File: src/rtl/control_sequencer_pkg.sv
// Shared types for the VeriRISC sequencer: opcode and phase encodings plus ALU-class decode.
package control_sequencer_pkg;

  typedef enum logic [2:0] {
    HLT = 3'd0,
    SKZ = 3'd1,
    ADD = 3'd2,
    AND = 3'd3,
    XOR = 3'd4,
    LDA = 3'd5,
    STO = 3'd6,
    JMP = 3'd7
  } opcode_t;

  typedef enum logic [2:0] {
    INST_ADDR  = 3'd0,
    INST_FETCH = 3'd1,
    INST_LOAD  = 3'd2,
    IDLE       = 3'd3,
    OP_ADDR    = 3'd4,
    OP_FETCH   = 3'd5,
    ALU_OP     = 3'd6,
    STORE      = 3'd7
  } phase_t;

  function automatic logic is_aluop(opcode_t op);
    return (op == ADD) || (op == AND) || (op == XOR) || (op == LDA);
  endfunction

endpackage

File: src/rtl/control_sequencer_if.sv
// Sequencer <-> datapath bundle. The step input exists only when CONTROL_STEP_EN is defined.
interface control_sequencer_if;
  import control_sequencer_pkg::*;

  opcode_t opcode;
  logic    zero;
`ifdef CONTROL_STEP_EN
  logic    step;
`endif
  logic    mem_rd;
  logic    mem_wr;
  logic    load_ir;
  logic    inc_pc;
  logic    load_pc;
  logic    load_ac;
  logic    data_e;
  logic    halt;
  phase_t  phase;

  modport master (
`ifdef CONTROL_STEP_EN
    input  step,
`endif
    input  opcode, zero,
    output mem_rd, mem_wr, load_ir, inc_pc, load_pc, load_ac, data_e, halt, phase
  );

  modport slave (
`ifdef CONTROL_STEP_EN
    output step,
`endif
    output opcode, zero,
    input  mem_rd, mem_wr, load_ir, inc_pc, load_pc, load_ac, data_e, halt, phase
  );

endinterface

File: src/rtl/control_sequencer.sv
// Eight-phase VeriRISC instruction sequencer: phase register plus combinational strobe decode.
// CONTROL_STEP_EN: when defined, INST_ADDR waits for a step pulse before each instruction.
module control_sequencer
  import control_sequencer_pkg::*;
(
  input  logic                clk,
  input  logic                rst,
  control_sequencer_if.master bus
);

  phase_t phase_q, phase_d;
  logic   alu_op;
  logic   mem_rd, mem_wr, load_ir, inc_pc, load_pc, load_ac, data_e, halt;

  assign alu_op = is_aluop(bus.opcode);

  always_comb begin
    phase_d = phase_t'(phase_q + 3'd1);
    // HLT parks the sequencer in OP_ADDR; only reset releases it.
    if (phase_q == OP_ADDR && bus.opcode == HLT) phase_d = OP_ADDR;
`ifdef CONTROL_STEP_EN
    if (phase_q == INST_ADDR && !bus.step) phase_d = INST_ADDR;
`endif
  end

  always_ff @(posedge clk) begin
    if (rst) phase_q <= INST_ADDR;
    else     phase_q <= phase_d;
  end

  always_comb begin
    mem_rd  = 1'b0;
    mem_wr  = 1'b0;
    load_ir = 1'b0;
    inc_pc  = 1'b0;
    load_pc = 1'b0;
    load_ac = 1'b0;
    data_e  = 1'b0;
    halt    = 1'b0;
    case (phase_q)
      INST_FETCH: mem_rd = 1'b1;
      INST_LOAD, IDLE: begin
        mem_rd  = 1'b1;
        load_ir = 1'b1;
      end
      OP_ADDR: begin
        halt   = (bus.opcode == HLT);
        inc_pc = (bus.opcode != HLT);
      end
      OP_FETCH: mem_rd = alu_op;
      ALU_OP: begin
        mem_rd  = alu_op;
        load_ac = alu_op;
        inc_pc  = (bus.opcode == SKZ) && bus.zero;
        load_pc = (bus.opcode == JMP);
        data_e  = (bus.opcode == STO);
      end
      STORE: begin
        mem_rd  = alu_op;
        load_ac = alu_op;
        load_pc = (bus.opcode == JMP);
        mem_wr  = (bus.opcode == STO);
        data_e  = (bus.opcode == STO);
      end
      default: ;
    endcase
  end

  assign bus.mem_rd  = mem_rd;
  assign bus.mem_wr  = mem_wr;
  assign bus.load_ir = load_ir;
  assign bus.inc_pc  = inc_pc;
  assign bus.load_pc = load_pc;
  assign bus.load_ac = load_ac;
  assign bus.data_e  = data_e;
  assign bus.halt    = halt;
  assign bus.phase   = phase_q;

endmodule

File: src/flat_wrapper.sv
// flat-port wrapper written by rule: the top's interface ports become plain ports
module control_sequencer_flat import control_sequencer_pkg::*;
  (clk, rst, bus_opcode, bus_zero, bus_mem_rd, bus_mem_wr, bus_load_ir, bus_inc_pc, bus_load_pc, bus_load_ac, bus_data_e, bus_halt, bus_phase);
  control_sequencer_if bus_i ();
  input  logic clk;
  input  logic rst;
  input wire logic [$bits(bus_i.opcode)-1:0] bus_opcode;
  input wire logic [$bits(bus_i.zero)-1:0] bus_zero;
  output wire logic [$bits(bus_i.mem_rd)-1:0] bus_mem_rd;
  output wire logic [$bits(bus_i.mem_wr)-1:0] bus_mem_wr;
  output wire logic [$bits(bus_i.load_ir)-1:0] bus_load_ir;
  output wire logic [$bits(bus_i.inc_pc)-1:0] bus_inc_pc;
  output wire logic [$bits(bus_i.load_pc)-1:0] bus_load_pc;
  output wire logic [$bits(bus_i.load_ac)-1:0] bus_load_ac;
  output wire logic [$bits(bus_i.data_e)-1:0] bus_data_e;
  output wire logic [$bits(bus_i.halt)-1:0] bus_halt;
  output wire logic [$bits(bus_i.phase)-1:0] bus_phase;
  assign bus_i.opcode = bus_opcode;
  assign bus_i.zero = bus_zero;
  assign bus_mem_rd = bus_i.mem_rd;
  assign bus_mem_wr = bus_i.mem_wr;
  assign bus_load_ir = bus_i.load_ir;
  assign bus_inc_pc = bus_i.inc_pc;
  assign bus_load_pc = bus_i.load_pc;
  assign bus_load_ac = bus_i.load_ac;
  assign bus_data_e = bus_i.data_e;
  assign bus_halt = bus_i.halt;
  assign bus_phase = bus_i.phase;
  control_sequencer u_core (.clk(clk), .rst(rst), .bus(bus_i));
endmodule
File: config.mk
export PLATFORM = sky130hd
export DESIGN_NAME = control_sequencer_flat
export DESIGN_NICKNAME = d
export VERILOG_FILES = /design/src/rtl/control_sequencer_pkg.sv /design/src/rtl/control_sequencer_if.sv /design/src/rtl/control_sequencer.sv /design/src/flat_wrapper.sv
export SDC_FILE = /design/constraint.sdc
export NUM_CORES = 1
export LEC_CHECK = 0
export CORE_AREA = 2 2 39 41
export DETAILED_ROUTE_END_ITERATION = 16
export DIE_AREA = 0 0 41 43
export PLACE_DENSITY = 0.53
export SYNTH_ARGS = -nofsm -noshare
export SYNTH_HDL_FRONTEND = slang
export SYNTH_SLANG_ARGS = --single-unit
File: constraint.sdc
create_clock -name clk -period 2.5 [get_ports clk]
set_clock_uncertainty 0.2 [all_clocks]
set_input_delay 0.625 -clock clk [delete_from_list [all_inputs] [get_ports clk]]
set_output_delay 0.625 -clock clk [all_outputs]
set_load 0.01 [all_outputs]
Yosys cells after proc, flatten, opt, wreduce, memory -nomap -nowiden
Cells that the tools add are included.
- divide/modulo/power cells: 0
- multiplexer cells: 9
- magnitude comparators: 0
- reductions and logical operators: 12
- multipliers: 0
- eq/ne operators: 14
- shift-type cells: 0
- bitwise gates (word level): 0
- add/subtract/negate cells: 1
- operators by type and width (cell ; count):
    $eq A3 B3 Y1 const B ; 8
    $eq A3 B2 Y1 const B ; 4
    $eq A3 B1 Y1 const B ; 2
    $mux W1 ; 6
    $reduce_or A2 Y1 ; 3
    $reduce_or A3 Y1 ; 2
    $pmux W1 S2 ; 2
    $add A3 B1 Y3 const B ; 1
    $logic_not A3 Y1 ; 1
    $logic_or A1 B1 Y1 ; 3
    $mux W3 ; 1
    $reduce_bool A3 Y1 ; 1
    $logic_and A1 B1 Y1 ; 2
- register bits after elaboration: 3
- RAM bits: 0
- memories: 0
- bits in read-only memories: 0
- bits in latches: 0
- input bits: 6

Logic depth before layout (Yosys ltp)
Gate-level depths: netlist of the first run.
- word-level depth: 5
- gate-level depth with buffers: 4
- gate-level depth less buffers: 4

Worst setup path after synthesis of the first run
OpenSTA, ideal clock, no wires.
- path kind: input port to output port
- from: input bus_opcode[2]
- to: output bus_inc_pc
- setup slack: 0.494 ns
- data arrival time: 1.181 ns
- stages: 2
- path through: or3_1 > o211a_1
- longest elaborated chain between the ends: 3
- elaborated cells on any way between the ends: 4
- ends and longest elaborated chain (item ; RTL line ; text):
    start, declared ; flat_wrapper.sv:7 ; input wire logic [$bits(bus_i.opcode)-1:0] bus_opcode;
    $eq A3 B1 Y1 ; control_sequencer.sv:54 ; inc_pc = (bus.opcode == SKZ) && bus.zero;
    $logic_and A1 B1 Y1 ; control_sequencer.sv:54 ;
    $pmux W1 S2 * ; control_sequencer.sv:40 ; case (phase_q)
    end, declared ; flat_wrapper.sv:12 ; output wire logic [$bits(bus_i.inc_pc)-1:0] bus_inc_pc;
Mark *: on every way between the ends. The rest lies on a longest branch, timed or not.

Final worst setup path of the first run
- from: input bus_zero
- to: output bus_inc_pc
- longest elaborated chain between the ends: 2
- ends and longest elaborated chain (item ; RTL line ; text):
    start, declared ; flat_wrapper.sv:8 ; input wire logic [$bits(bus_i.zero)-1:0] bus_zero;
    $logic_and A1 B1 Y1 ; control_sequencer.sv:54 ;
    $pmux W1 S2 ; control_sequencer.sv:40 ;
Every way passes these cells.

==> summary.md, run 1 <==
| Metric | Value |
|---|---|
| CP max FO | 1 |
| First-iteration detailed-routing DRC count | 10 |
| Final min period | between 2 and 2.5 ns |
| Startpoint Class | input port |
| CTS tree | yes |
| Max_cap viols | 0 |
| Final Wtd Congestion | just under 0.7 |
| Initial antenna violation count | 0 |
| Crit path arrival time | 1.58 ns |
| Max IR drop VDD | 210 µV |
| Status | complete, no violations |
| Pin count of the biggest net entering global routing | 8 |
| Hold buffers post-CTS | 0 |
| Slew Limit Fails | 0 |
| Final hold vios | 0 |
| Rel. slew slack | between 80% and 90% |
| Register area | about 61 µm² |
| Combinational share of power | 32.5% |
| Final cell count without fillers | 75 |
| Grt ovf | 0 |
| WL final | between 700 and 800 µm |
| Internal | 0.152 mW |
| Clock power frac | between 30% and 40% |
| Port buffer count | 16 |
| Clock transition at path regs | approximately 0.03 ns |
| Remaining DRCs | 0 |
| Largest register FFs | 3 |
| Worst skew pair latency | around 0.23 ns |
| Post-route setup TNS | 0 ns |
| Routed vias/inst | 4.29 |
| Routed vias | roughly 320 |
| Sequential area share after synthesis | 21.7% |
| Fin util | between 30 and 40% |
| Final HPWL DP | 571 µm |
| Placed Instances | 71 |
| Fmax | approximately 420 MHz |
| Row count | 14 |
| Static Leakage | around 0.28 nW |
| Chip height | between 40 and 50 µm |
| RSZ-0062 raised after global routing | false |
| Psw | approximately 0.064 mW |
| Cell variety after synth | 18 |
| Routed wire per std cell | between 10 and 15 µm |
| Clk root buf | clkbuf_4 |
| Hold WC Path Type | flop to flop |
| Synthesis Warnings | 0 |
| Period Utilization, post-route | 96.1% |
| Ant. Diodes | 0 |
| Clock sinks | 3 |
| Vias in the first global route | 291 |
| Final ANT Viol Nets | 0 |
| Type of the worst setup path | input port to primary output |
| Inserted Clock Buffers | 3 |
| Sequential share of power | 27.6% |
| Die X | roughly 40 µm |
| Power Density | just over 400 mW/mm² |
| Area Overhead vs Synth | 90.0% |
| Syn nets | between 40 and 50 |
| Share of layout cells above drive strength 1 | 30.5% |
| First-pass GRT wire length | between 1 and 1.5 mm |
| Clock buffer depth | 2 |
| Setup-failing EPs final | 0 |
| Mean Syn Cell Area | ~8.4 µm² |
| Die area | around 0.0018 mm² |
| Worst slew pin tran | about 0.19 ns |
| CP endpoint kind | primary output |
| #FFs+latches synth | 3 |
| I/O pin total | 17 |
| Switching power share of the total | between 20 and 30% |
| Final setup margin | between 0.09 and 0.1 ns |
| Nets | about 70 |
| H-tree depth | 1 |
| GR Util All Layers | about a tenth |
| Synth Instances | 33 |
| Floorplan Core Area | about 0.0014 mm² |
| Cell Area, Synth | roughly 280 µm² |
| # fillers | 163 |
| Tot Pwr | around 0.22 mW |
| Worst endpoint required time | ~1.7 ns |
| Pre-CTS setup slack | -0.460 ns |
| Multi-input logic area | just under 200 µm² |
| Initial core utilization | 20.0% |
| Pre-antenna DRT Iters | 5 |
## layout make-up
cell class | instances | area share [%]
Tap cell | 16 | 3.81
Clock buffer | 4 | 5.00
Multi-Input combinational cell | 24 | 37.6
Timing Repair Buffer | 23 | 38.3
Sequential cell | 3 | 11.7
Inverter | 5 | 3.57
## cell usage in the layout, fill, tap and decap left out
cell,netlist,routed
nand4_1,1,1
or3_1,1,1
a311oi_1,2,2
nor3_2,0,1
o22ai_2,1,1
and3_1,1,1
o211a_1,1,1
buf_2,1,1
a21oi_1,1,1
and4_2,1,1
ha_1,5,5
clkbuf_4,0,3
dfxtp_2,0,1
clkbuf_1,0,1
nand3b_1,1,1
nand2_1,1,1
buf_4,0,7
dfxtp_1,3,2
clkdlybuf4s50_1,0,6
clkdlybuf4s15_2,0,2
nor2_1,5,5
xnor2_1,1,1
dlygate4sd2_1,0,7
inv_1,5,5
and4bb_2,1,1
## cells in the mapped netlist
cell type / n / area share (%)
inv_1: 5 / 6.8
nor2_1: 5 / 6.8
o22ai_2: 1 / 4.5
o211a_1: 1 / 3.6
a21oi_1: 1 / 1.8
dfxtp_1: 3 / 22
xnor2_1: 1 / 3.2
and4_2: 1 / 3.6
and3_1: 1 / 2.3
nand4_1: 1 / 2.3
nor3_1: 1 / 1.8
buf_2: 1 / 1.8
ha_1: 5 / 23
a311oi_1: 2 / 6.3
nand3b_1: 1 / 2.7
or3_1: 1 / 2.3
and4bb_2: 1 / 4.5
nand2_1: 1 / 1.4
## power by group through the flow
| stage | Clock (mW) | Combinational [mW] | Sequential [mW] |
|---|---|---|---|
| finish | 0.0859 | 0.0698 | 0.0593 |
| global route | 0.0935 | 0.0781 | 0.0599 |
| CTS | 0.0899 | 0.0713 | 0.0595 |
| detailed placement | 0 | 0.0735 | 0.0598 |
| global placement | 0 | 0.0739 | 0.0597 |
| floorplan | 0 | 0.0286 | 0.0603 |
## layer usage
layer	up-vias	part of all wire, %	GRT usage (%)
met5	-	0	0
met4	0	0	10.0
met3	0	5.6	2.09
met2	8	48	14.1
met1	146	46	11.2
li1	168	-	-
## path summary, 6_finish.rpt
path	startpoint	endpoint	cells after the start	slack [ns]
setup / recovery	bus_zero	bus_inc_pc	4	0.1
hold / removal	u_core.bus.phase[0]	u_core.bus.phase[0]	2	0.38
setup reg to reg	u_core.bus.phase[1]	u_core.bus.phase[1]	4	1.22
hold reg to reg	u_core.bus.phase[0]	u_core.bus.phase[0]	2	0.38
## timing repair
| action | 4_1_cts | 5_1_grt |
|---|---|---|
| pin swaps | 1 | 0 |
| endpoints found under the setup margin | 7 | 1 |
| gates resized for setup | 18 | 1 |
| setup buffers | 0 | 0 |
## kinds of logic after synthesis
group           Yosys count  share of synthesized area (%)
flops                     3                           21.7
buf+inv                   6                           8.60
simple gates             13                           27.6
xor+xnor                  1                           3.17
fa+ha+maj                 5                           22.6
compound gates            5                           16.3
## stage by stage
stage / hold WS, ns / cell area, µm²
final: 0.383 / 526
after global routing: 0.389 / 526
after CTS: 0.385 / 532
after detailed placement: 0.367 / 504
after global placement: 0.365 / 504
after floorplan: 0.325 / 277
## worst max-delay path, cell delays in order
cell	delay [ns]
clkdlybuf4s50_1	0.40
and4bb_2	0.22
o211a_1	0.20
buf_2	0.13
(Power assumes the default switching activity.)
==> run 2, diff against run 1 <==
- CORE_AREA: 2 2 39 41 -> 4 4 41 43
- DIE_AREA: 0 0 41 43 -> 0 0 45 47
==> summary.md, run 2 (same netlist as run 1, synthesis figures left out) <==
| Metric | Value |
|---|---|
| Clock transition at path regs | 0.03 ns (about the same) |
| Rel. slew slack | 86.8% (-0.53 points) |
| Chip height | 47 µm (+9.3%) |
| Grt ovf | 0 (unchanged) |
| Internal | 0.154 mW (+1.8%) |
| Port buffer count | 16 (unchanged) |
| Combinational share of power | 35.3% (+2.8 points) |
| # fillers | 144 (-12%) |
| Static Leakage | 0.285 nW (+3.3%) |
| Final ANT Viol Nets | 0 (unchanged) |
| Final HPWL DP | 629 µm (+10%) |
| Final hold vios | 0 (unchanged) |
| Psw | 0.0624 mW (-1.7%) |
| Max IR drop VDD | 279 µV (+33%) |
| CP endpoint kind | primary output |
| Nets | 72 (+1.4%) |
| Area post-placement | 503 µm² (-0.25%) |
| GR Util All Layers | 9.16% (-0.76 points) |
| Worst slew pin tran | 0.197 ns (+0.00810 ns) |
| Startpoint Class | input port |
| Final Wtd Congestion | 0.739 (+9.1%) |
| Power Density | 405 mW/mm² (-1.2%) |
| First-pass GRT wire length | 1.30 mm (+12%) |
| Vias in the first global route | 312 (+7.2%) |
| CP dominant cell by count | dlygate4sd2_1 |
| Routed wire per std cell | 10.9 µm (+8.2%) |
| Clock buffer depth | 2 (unchanged) |
| Worst skew pair latency | 0.23 ns (about the same) |
| Leading cell types in the layout, fill and taps excluded | buf_4 (8), dlygate4sd2_1 (7), clkdlybuf4s50_1 (6) |
| Hold buffers post-CTS | 0 (unchanged) |
| Tot Pwr | 0.217 mW (+0.72%) |
| Peak per-stage delay on the critical path | 0.28 ns (-0.12 ns) |
| Die X | 45 µm (+9.8%) |
| Switching power share of the total | 28.8% (-0.72 points) |
| I/O pin total | 17 (unchanged) |
| Area Overhead vs Synth | 93.7% |
| Floorplan Core Area | 0.00130 mm² (-6.0%) |
| Initial core utilization | 21.2% (+1.3 points) |
| Ant. Diodes | 0 (unchanged) |
| Clock sinks | 3 (unchanged) |
| First-iteration detailed-routing DRC count | 5 (-5) |
| Multi-input logic area | 205 µm² (+3.8%) |
| Period Utilization, post-route | 96.7% (+0.66 points) |
| Fmax | 414 MHz (-0.69%) |
| Largest register FFs | 3 (unchanged) |
| Initial antenna violation count | 0 (unchanged) |
| Pre-antenna DRT Iters | 4 (-1) |
| Max_cap viols | 0 (unchanged) |
| CTS tree | yes |
| Pin count of the biggest net entering global routing | 8 (unchanged) |
| Clock power frac | 38.3% (-1.6 points) |
| Worst endpoint required time | 1.67 ns (about the same) |
| Status | complete, no violations |
| RSZ-0062 raised after global routing | false |
| Slew Limit Fails | 0 (unchanged) |
| CP max FO | 4 (+3) |
| Setup-failing EPs final | 0 (unchanged) |
| Inserted Clock Buffers | 3 (unchanged) |
| Register area | 60.1 µm² (-2.0%) |
| Routed vias/inst | 4.35 (+1.2%) |
| Routed vias | 326 (+1.2%) |
| Share of layout cells above drive strength 1 | 28.3% (-2.2 points) |
| WL final | 816 µm (+8.2%) |
| Clk root buf | clkbuf_4 |
| Row count | 13 (-1) |
| H-tree depth | 1 (unchanged) |
| Type of the worst setup path | input port to primary output |
| Final min period | 2.42 ns (+0.0166 ns) |
| Crit path arrival time | 1.59 ns (about the same) |
| Die area | 0.00212 mm² (+20%) |
| Critical path cell sequence | dlygate4sd2_1 > nor3_2 > and3_1 > dlygate4sd2_1 |
| Sequential share of power | 26.4% (-1.2 points) |
| Remaining DRCs | 0 (unchanged) |
| Hold WC Path Type | flop to flop |
| CP max stage cell | dlygate4sd2_1 |
| Final Cell Area | 536 µm² (+1.9%) |
| Most common cell after layout, fill and taps aside | buf_4 |
==> run 2: changes by cell type in the layout (fill, tap and decap cells not counted), sizes merged <==
cell | before | now
clkbuf | 4 | 5
==> run 2: final timing paths <==
check / from / to / slack [ns] / cells past startpoint
hold reg to reg: u_core.bus.phase[0] / u_core.bus.phase[0] / 0.38 / 2
setup / recovery: bus_opcode[0] / bus_halt / 0.08 / 4
hold / removal: u_core.bus.phase[0] / u_core.bus.phase[0] / 0.38 / 2
setup reg to reg: u_core.bus.phase[1] / u_core.bus.phase[1] / 1.22 / 4
==> run 2: through the flow <==
step           hold slack, ns  utilization (%)  setup WS, ns  std cells  TNS (ns)
4_1_cts                 0.384             40.9      0.000735         75         0
3_5_place_dp            0.379             38.7        -0.432         70     -2.70
3_3_place_gp            0.380             38.7        -0.449         70     -2.76
2_1_floorplan           0.325                -         0.494         33         0
6_report                0.380             41.2        0.0816         75         0
5_1_grt                 0.399             41.2        0.0105         75         0
==> run 2: final cells by class <==
type / instances / area share [%]
clock buffer: 4 / 4.91
inverter: 5 / 3.50
multi-input combinational: 24 / 38.3
sequential: 3 / 11.2
tap: 15 / 3.50
timing repair buffer: 24 / 38.6
==> run 2: repair_timing <==
item,CTS,global route
gates resized for setup,13,3
pin swaps,1,0
buffers inserted,1,0
setup endpoints to repair,7,3
cloned,0,0
==> run 2: per-layer routing <==
metal  up-vias  GRT usage (%)  routed length, µm  share of wire [%]
li1        171              -                  -                  -
met1       135           10.9                339                 42
met2        18           11.9                351                 43
met3         2           5.36                105                 13
met4         0           7.02                 19                2.3
met5         -              0                  0                  0
==> run 2: critical path: cells and delay by family <==
| kind | cells | cell delay, ns |
|---|---|---|
| simple gates | 2 | 0.42 |
| buf+inv | 2 | 0.55 |
==> run 2: power groups by stage <==
stage | logic [mW] | clock network (mW) | registers (mW)
floorplan | 0.0286 | 0 | 0.0603
global placement | 0.0781 | 0 | 0.0580
detailed placement | 0.0776 | 0 | 0.0580
CTS | 0.0750 | 0.0861 | 0.0573
global route | 0.0842 | 0.0938 | 0.0578
finish | 0.0764 | 0.0830 | 0.0573
